**src/rtl/capture_sequencer.sv**
```systemverilog
// capture_sequencer
//   Runs a photobooth capture session once the UI screens are finished.
//   1. On go, the filter and threshold selections are latched.
//   2. A seconds countdown runs.
//   3. Exactly one camera frame is gated into the frame buffer.
//   4. The shot is handed to the filter pipeline with a start/done handshake.
//   5. Steps 2-4 repeat for NUM_SHOTS shots, then the block sits in DONE.
//
// Ports
//   clk_in                : pixel clock
//   rst_in                : asynchronous active-low reset
//   go_in / cancel_in     : session start / abort pulses from the UI
//   filter_select_in      : filter choice from the UI
//   threshold_select_in   : threshold choice from the UI
//   frame_start_in        : pulse at hcount=0, vcount=0
//   proc_done_in          : pulse from the filter pipeline
//   capture_we_out        : frame buffer write enable
//   proc_start_out        : start pulse to the filter pipeline
//   filter_cfg_out        : latched filter selection
//   threshold_cfg_out     : latched threshold selection
//   shot_idx_out          : current shot number
//   countdown_out         : seconds remaining
//   busy_out / done_out   : session status
//   flash_out             : present only with CAPTURE_FLASH_EN defined
//
// Optional feature (macro CAPTURE_FLASH_EN)
//   flash_out is high while the frame is being written, and during the
//   last countdown second.
//
// state      | meaning
// IDLE       | no session; waiting for go
// COUNTDOWN  | counting down seconds before a shot
// WAIT_FRAME | countdown over; waiting for the next frame start
// CAPTURE    | writing one full frame into the buffer
// PROCESS    | waiting for the filter pipeline to finish the shot
// DONE       | all shots processed; waiting for go or cancel

module capture_sequencer #(
  parameter int CYCLES_PER_SEC = 74250000,
  parameter int COUNT_SECS     = 3,
  parameter int NUM_SHOTS      = 4
) (
  input  logic       clk_in,
  input  logic       rst_in,
  input  logic       go_in,
  input  logic       cancel_in,
  input  logic [2:0] filter_select_in,
  input  logic [2:0] threshold_select_in,
  input  logic       frame_start_in,
  input  logic       proc_done_in,
  output logic       capture_we_out,
  output logic       proc_start_out,
  output logic [2:0] filter_cfg_out,
  output logic [2:0] threshold_cfg_out,
  output logic [2:0] shot_idx_out,
  output logic [3:0] countdown_out,
  output logic       busy_out,
  output logic       done_out
`ifdef CAPTURE_FLASH_EN
  ,
  output logic       flash_out
`endif
);

  localparam int CNT_W = (CYCLES_PER_SEC > 1) ? $clog2(CYCLES_PER_SEC) : 1;
  localparam logic [CNT_W-1:0] CNT_MAX = CNT_W'(CYCLES_PER_SEC - 1);
  localparam logic [3:0] CD_INIT = 4'(COUNT_SECS);
  localparam logic [2:0] LAST_SHOT = 3'(NUM_SHOTS - 1);

  typedef enum logic [2:0] {
    S_IDLE, S_COUNTDOWN, S_WAIT_FRAME, S_CAPTURE, S_PROCESS, S_DONE
  } state_t;

  state_t           state, state_nxt;
  logic [CNT_W-1:0] sec_cnt, sec_cnt_nxt;
  logic             tick;
  logic             we_nxt, ps_nxt, busy_nxt, done_nxt;
  logic [2:0]       filt_nxt, thr_nxt, shot_nxt;
  logic [3:0]       cd_nxt;
  // cancel is meaningless in IDLE, so a go arriving with it there still starts
  logic             abort;
`ifdef CAPTURE_FLASH_EN
  logic             flash_nxt;
`endif

  assign tick  = (sec_cnt == CNT_MAX);
  assign abort = cancel_in && (state != S_IDLE);

  always_ff @(posedge clk_in or negedge rst_in) begin
    if (!rst_in) begin
      state             <= S_IDLE;
      sec_cnt           <= '0;
      capture_we_out    <= 1'b0;
      proc_start_out    <= 1'b0;
      filter_cfg_out    <= 3'd0;
      threshold_cfg_out <= 3'd0;
      shot_idx_out      <= 3'd0;
      countdown_out     <= 4'd0;
      busy_out          <= 1'b0;
      done_out          <= 1'b0;
`ifdef CAPTURE_FLASH_EN
      flash_out         <= 1'b0;
`endif
    end else begin
      state             <= state_nxt;
      sec_cnt           <= sec_cnt_nxt;
      capture_we_out    <= we_nxt;
      proc_start_out    <= ps_nxt;
      filter_cfg_out    <= filt_nxt;
      threshold_cfg_out <= thr_nxt;
      shot_idx_out      <= shot_nxt;
      countdown_out     <= cd_nxt;
      busy_out          <= busy_nxt;
      done_out          <= done_nxt;
`ifdef CAPTURE_FLASH_EN
      flash_out         <= flash_nxt;
`endif
    end
  end

  always_comb begin
    state_nxt = state;
    if (abort) begin
      state_nxt = S_IDLE;
    end else begin
      case (state)
        S_IDLE, S_DONE: if (go_in) state_nxt = S_COUNTDOWN;
        // a frame start coinciding with the last tick is deliberately missed
        S_COUNTDOWN:    if (tick && countdown_out == 4'd1) state_nxt = S_WAIT_FRAME;
        S_WAIT_FRAME:   if (frame_start_in) state_nxt = S_CAPTURE;
        S_CAPTURE:      if (frame_start_in) state_nxt = S_PROCESS;
        S_PROCESS:      if (proc_done_in)
                          state_nxt = (shot_idx_out == LAST_SHOT) ? S_DONE : S_COUNTDOWN;
        default:        state_nxt = S_IDLE;
      endcase
    end
  end

  always_comb begin
    sec_cnt_nxt = sec_cnt;
    we_nxt      = capture_we_out;
    ps_nxt      = 1'b0;
    filt_nxt    = filter_cfg_out;
    thr_nxt     = threshold_cfg_out;
    shot_nxt    = shot_idx_out;
    cd_nxt      = countdown_out;
    if (abort) begin
      sec_cnt_nxt = '0;
      we_nxt      = 1'b0;
      shot_nxt    = 3'd0;
      cd_nxt      = 4'd0;
    end else begin
      case (state)
        S_IDLE, S_DONE: begin
          if (go_in) begin
            filt_nxt    = filter_select_in;
            thr_nxt     = threshold_select_in;
            shot_nxt    = 3'd0;
            cd_nxt      = CD_INIT;
            sec_cnt_nxt = '0;
          end
        end
        S_COUNTDOWN: begin
          if (tick) begin
            sec_cnt_nxt = '0;
            cd_nxt      = countdown_out - 4'd1;
          end else begin
            sec_cnt_nxt = sec_cnt + 1'b1;
          end
        end
        S_WAIT_FRAME: if (frame_start_in) we_nxt = 1'b1;
        S_CAPTURE: begin
          if (frame_start_in) begin
            we_nxt = 1'b0;
            ps_nxt = 1'b1;
          end
        end
        S_PROCESS: begin
          if (proc_done_in && shot_idx_out != LAST_SHOT) begin
            shot_nxt    = shot_idx_out + 3'd1;
            cd_nxt      = CD_INIT;
            sec_cnt_nxt = '0;
          end
        end
        default: ;
      endcase
    end
    busy_nxt = (state_nxt != S_IDLE) && (state_nxt != S_DONE);
    done_nxt = (state_nxt == S_DONE);
`ifdef CAPTURE_FLASH_EN
    flash_nxt = we_nxt || (state_nxt == S_COUNTDOWN && cd_nxt == 4'd1);
`endif
  end

endmodule

```
**config.mk**
```make
export PLATFORM = sky130hd
export DESIGN_NAME = capture_sequencer
export DESIGN_NICKNAME = d
export VERILOG_FILES = /design/src/rtl/capture_sequencer.sv
export SDC_FILE = /design/constraint.sdc
export NUM_CORES = 1
export LEC_CHECK = 0
export CAP_MARGIN = 10
export CORE_ASPECT_RATIO = 0.75
export CORE_UTILIZATION = 40
export DETAILED_ROUTE_END_ITERATION = 12
export SLEW_MARGIN = 20
export SYNTH_ARGS = -nofsm -noshare
export SYNTH_HDL_FRONTEND = slang
export SYNTH_SLANG_ARGS = --single-unit
```
**constraint.sdc**
```tcl
create_clock -name clk_in -period 2.52 [get_ports clk_in]
set_input_delay 0.252 -clock clk_in [delete_from_list [all_inputs] [get_ports clk_in]]
set_output_delay 0.252 -clock clk_in [all_outputs]
set_load 0.005 [all_outputs]
```
==> Yosys cells after proc, flatten, opt, wreduce, memory -nomap -nowiden <==
Index checks and enable logic that the tools add are counted.
{ "classes": {"muxes": 29, "n_eq_ne": 16, "n_bitwise": 1, "n_reduce_logical": 16, "add_sub_neg": 3} }
{ "ops": {"columns": ["op", "n"], "rows": [
  ["$mux W27", 4],
  ["$pmux W27 S3", 1],
  ["$mux W3", 10],
  ["$add A27 B1 Y27 const B", 1],
  ["$eq A27 B27 Y1 const B", 1],
  ["$ne A3 B3 Y1 const B", 6],
  ["$mux W4", 4],
  ["$pmux W3 S5", 1],
  ["$pmux W4 S3", 1],
  ["$reduce_and A3 Y1", 4],
  ["$reduce_bool A3 Y1", 4],
  ["$eq A3 B2 Y1 const B", 3],
  ["$eq A3 B3 Y1 const B", 3],
  ["$mux W1", 6],
  ["$pmux W3 S2", 1],
  ["$eq A4 B1 Y1 const B", 1],
  ["$logic_and A1 B1 Y1", 4],
  ["$reduce_and A4 Y1", 1],
  ["$reduce_bool A4 Y1", 1],
  ["$sub A4 B1 Y4 const B", 1],
  ["$add A3 B1 Y3 const B", 1],
  ["$eq A3 B1 Y1 const B", 1],
  ["$logic_not A3 Y1", 1],
  ["$ne A3 B2 Y1 const B", 1],
  ["other kinds (3)", 3]
]} }
{ "word_totals": {"input_bits": 12, "reg_bits": 47, "out_inout_bits": 17, "wordCells": 75} }

==> Depth between registers and ports, before layout <==
Gate-level depths: netlist of run 1.
{ "logic_depth": {"word_depth": 7, "mapped_depth": 9, "depth_no_buf": 8} }

==> Least setup slack after synthesis of run 1 <==
OpenSTA, ideal clock, no wires.
{ "synth_timing": {"kind": "reg-to-reg", "startpoint": "register shot_idx_out[0]", "endpoint": "register sec_cnt[12]", "path_stages_with_launch": 9, "arrival_time_ns": 1.935, "required_ns": 2.399, "period_less_slack_ns": 2.056, "setup_ns": 0.121, "path_slack_ns": 0.464, "cell_sequence": "dfrtp_1 > ha_1 > ha_1 > nand2b_1 > a22oi_1 > o22ai_1 > a31oi_1 > buf_2 > nor2_1"} }
{ "synth_via": {"elab_chain_len": 4} }
{ "synth_rtl": {"columns": ["item", "line_no", "source"], "rows": [
  ["start: declaration", "55", "output logic [2:0] shot_idx_out,"],
  ["start signal: assignment", "111", "shot_idx_out <= shot_nxt;"],
  ["$ne A3 B2 Y1", "179", "if (proc_done_in && shot_idx_out != LAST_SHOT) begin"],
  ["$logic_and A1 B1 Y1", "179", null],
  ["$ne A3 B3 Y1 (no line)", null, null],
  ["$reduce_and A3 Y1 (no line)", null, null],
  ["end signal: assignment", "106", "sec_cnt <= sec_cnt_nxt;"],
  ["end: declaration", "75", "logic [CNT_W-1:0] sec_cnt, sec_cnt_nxt;"]
]} }
Every way passes these cells.
A chain may end at the register's enable or synchronous reset.

==> Worst setup path after layout of run 1 <==
{ "layout_timing": {"startpoint": "register sec_cnt[0]", "endpoint": "register countdown_out[2]"} }
{ "layout_via": {"elab_chain_len": 3} }
{ "layout_rtl": {"columns": ["item", "line_no", "source"], "rows": [
  ["$eq A27 B27 Y1", "86", "assign tick = (sec_cnt == CNT_MAX);"],
  ["$ne A3 B3 Y1 (no line)", null, null],
  ["$reduce_and A4 Y1 (no line)", null, null],
  ["end signal: assignment", "112", "countdown_out <= cd_nxt;"],
  ["end: declaration", "56", "output logic [3:0] countdown_out,"]
]} }
Every way passes these cells.

==> flow_summary.yaml, run 1 <==
cells_and_area:
  drive_gt1_share_pct: 10.4
  diodes: 0
  final_common_cell: "dfrtp_1"
  final_util_pct: 51.7
  syn2layout_area_growth_pct: 21.7
  layout.nets: 334
  final_cell_mix: "dfrtp_1, nand2_1, clkdlybuf4s50_1"
drt:
  drt_first_pass_iters: 4
  post_drt_via_cell_ratio: 5.47
  drt_iter0_markers: 196
  routed_wl_microns: 5930
  drt-wirelength-per-cell_microns: 15.0
  vias: 2167
  drtAntennaViolNets: 0
  route.detailed.drc: 0
pwr:
  irDropWorstVdd_v: 0.000400
  finalPower_uw: 2380
  comb_power_share_pct: 33.9
  p_int_uw: 1610
  p_switching_uw: 770
  p_per_area_mw_per_mm2: 770
  power_frac_seq_pct: 41.5
  p_sw_share_pct: 32.4
  clkPwrFrac_pct: 24.6
  p_leak_uw: 0.00130
sta:
  hold_viol_final: 0
  finalCriticalPeriod_ns: 2.35
  holdWs_ns: 0.371
  fin_ws_ns: 0.173
  final.period_utilization_pct: 93.2
  worst_pin_slew_ns: 0.614
  rsz0062_at_grt: "no"
  slew_violations: 0
  setup_viol: 0
  skew_ns: 0.00721
  max_slew_margin_pct: 59.1
  fin_tns_setup_ns: 0
  max_clock_freq_ghz: 0.426
worst_setup_path:
  path_buf_inv: 0
  critical_path_class: "register to register"
  endpoint_kind: "register"
  slowest_delay_ns: 0.47
  slowest_stage: "and3_1"
  crit_start: "sec_cnt[0]$_DFFE_PN0P_"
  cp-start-kind: "register"
  reg2reg_slack_ns: 0.17
  path_max_fanout: 17
  cpMostUsedCell: "and3_1"
  critPathArrivalTime_ns: 2.59
  path_cells: "ha_1 > and3_1 > and4_1 > nand4_1 > and3_1 > or3_1 > a21boi_1"
  crit_required_ns: 2.76
  r2r-start: "sec_cnt[0]$_DFFE_PN0P_"
  critPathTopFamily: "simple AND/OR/NAND/NOR gates"
placement:
  pre_cts_ws_ns: 0.165
  place_hpwl_microns: 4390
  place_congestion: 0.825
  io_buffers: 28
global_routing:
  overflow: 0
  grt_max_degree: 18
  track_usage_pct: 20.0
  first_global_vias: 2055
  grt_pass1_wl_microns: 10300
  antenna_found_initial: 0
clocking:
  cts_tree: "yes"
  clock_sinks: 47
  cts-root-buf: "clkbuf_8"
  clock_path_buffers: 2
  clk_pin_slew_worst_paths_ns: 0.09
  clk_latency_ns: 0.31
  h-tree-depth: 2
  cts_inserted_buffers: 5
floorplanning:
  die_h_microns: 71.0
  coreArea_sq_mm: 0.00598
  dieArea_sq_mm: 0.00667
  rows: 24
  boundaryPins: 29
  start_util_pct: 42.5
  fp.dieW_microns: 94.0
synthesis:
  ys.flop_type: "dfrtp_1"
  synth_top_area_cell: "dfrtp_1"
  netlist_instances: 278
  ys_ff_latch: 47
  yosys_warnings: 0
  netlist_area_sq_mm: 0.00254
  synth_cell_types: 46
  async_flop_share_pct: 100
  synth_area_per_cell_sq_um: 9.13
  synth-edff-count: 0
  synth.net_count: 295
  synth_seq_area_share_pct: 46.3
  post-synth-top-area-fraction_pct: 46.3
  ys_top_cells_by_area: "dfrtp_1, nand2_1, o21ai_0"
min_path:
  min_path_type: "primary input to async pin"
outcome:
  status: "finished, final reports clean"
run:
  max_cap_violations: 0
==> metrics by stage <==
stage                     instance area (sq um)  instances
after global placement                     2960        387
after detailed placement                   2960        387
after floorplan                            2540        278
after CTS                                  3090        396
after global routing                       3090        396
final                                      3090        396
==> synthesized netlist by cell type (all sizes together) (7+ instances only) <==
master  number
inv          9
o21ai       19
nor2        20
a21oi       14
and3         9
mux2         7
nand3       14
dfrtp       47
a31oi        8
nor4         9
or3          7
nor3        12
clkbuf       7
nand2       35
==> path summary, 6_finish.rpt <==
kind	cells past startpoint	to
max	7	countdown_out[2]$_DFFE_PN0P_
min	2	sec_cnt[26]$_DFFE_PN0P_
max reg2reg	7	countdown_out[2]$_DFFE_PN0P_
min reg2reg	1	sec_cnt[9]$_DFFE_PN0P_
max in group asynchronous	3	state[0]$_DFF_PN0_
min in group clk_in	1	sec_cnt[9]$_DFFE_PN0P_
==> cell families after synthesis <==
logic type / count (synthesis) / synth area share, %
and+or+nand+nor: 127 / 25.9
AOI/OAI and AO/OA: 63 / 15.5
DFF: 47 / 46.3
buffers and inverters: 19 / 3.20
xor gates and xnor gates: 9 / 3.10
muxes: 8 / 3.50
adders and majority gates: 5 / 2.46
==> state kept, by name, summed over array words and instances (netlist names) <==
signal / count
filter_cfg_out: 3
done_out: 1
shot_idx_out: 3
state: 3
sec_cnt: 27
proc_start_out: 1
busy_out: 1
countdown_out: 4
threshold_cfg_out: 3
capture_we_out: 1
==> layout make-up <==
cell class                      count  area (sq um)
Clock buffer                        6          82.6
Clock inverter                      2          35.0
Fill cell                         615          2890
Inverter                            9          33.8
Multi-Input combinational cell    212          1280
Sequential cell                    47          1180
Tap cell                           78          97.6
Timing Repair Buffer               42           383
==> layer usage <==
| metal | global-route usage [%] | part of all wire (%) | wire (microns) | vias to the layer above |
|---|---|---|---|---|
| met5 | 0 | 0 | 0 | - |
| met4 | 6.15 | 1.2 | 72 | 0 |
| met3 | 3.87 | 4.0 | 240 | 8 |
| met2 | 27.7 | 41 | 2440 | 36 |
| met1 | 31.3 | 54 | 3180 | 1039 |
| li1 | - | - | - | 1084 |
==> what timing repair did <==
item,4_1_cts,5_1_grt
buffers inserted,0,0
hold endpoints to repair,13,0
resized for setup,0,0
hold buffers,1,0
==> power groups by stage <==
stage               Sequential [uW]  Combinational (uW)  Clock [uW]
global route                   1010                 892         635
finish                          988                 805         585
detailed placement              999                 811           0
global placement                995                 798           0
floorplan                       976                 460           0
CTS                             985                 813         599
(Power assumes the default switching activity.)
==> run 2, diff against run 1 <==
--- a/config.mk
+++ b/config.mk
@@ -8,6 +8,8 @@
 export CAP_MARGIN = 10
 export CORE_ASPECT_RATIO = 0.75
 export CORE_UTILIZATION = 40
+export CTS_BUF_LIST = sky130_fd_sc_hd__clkbuf_2 sky130_fd_sc_hd__clkbuf_4 sky130_fd_sc_hd__clkbuf_8
+export CTS_CLUSTER_DIAMETER = 40
 export DETAILED_ROUTE_END_ITERATION = 12
 export SLEW_MARGIN = 20
 export SYNTH_ARGS = -nofsm -noshare
==> results of run 2 <==
Same layout as run 1: the final DEF is identical, and so are final timing and power.
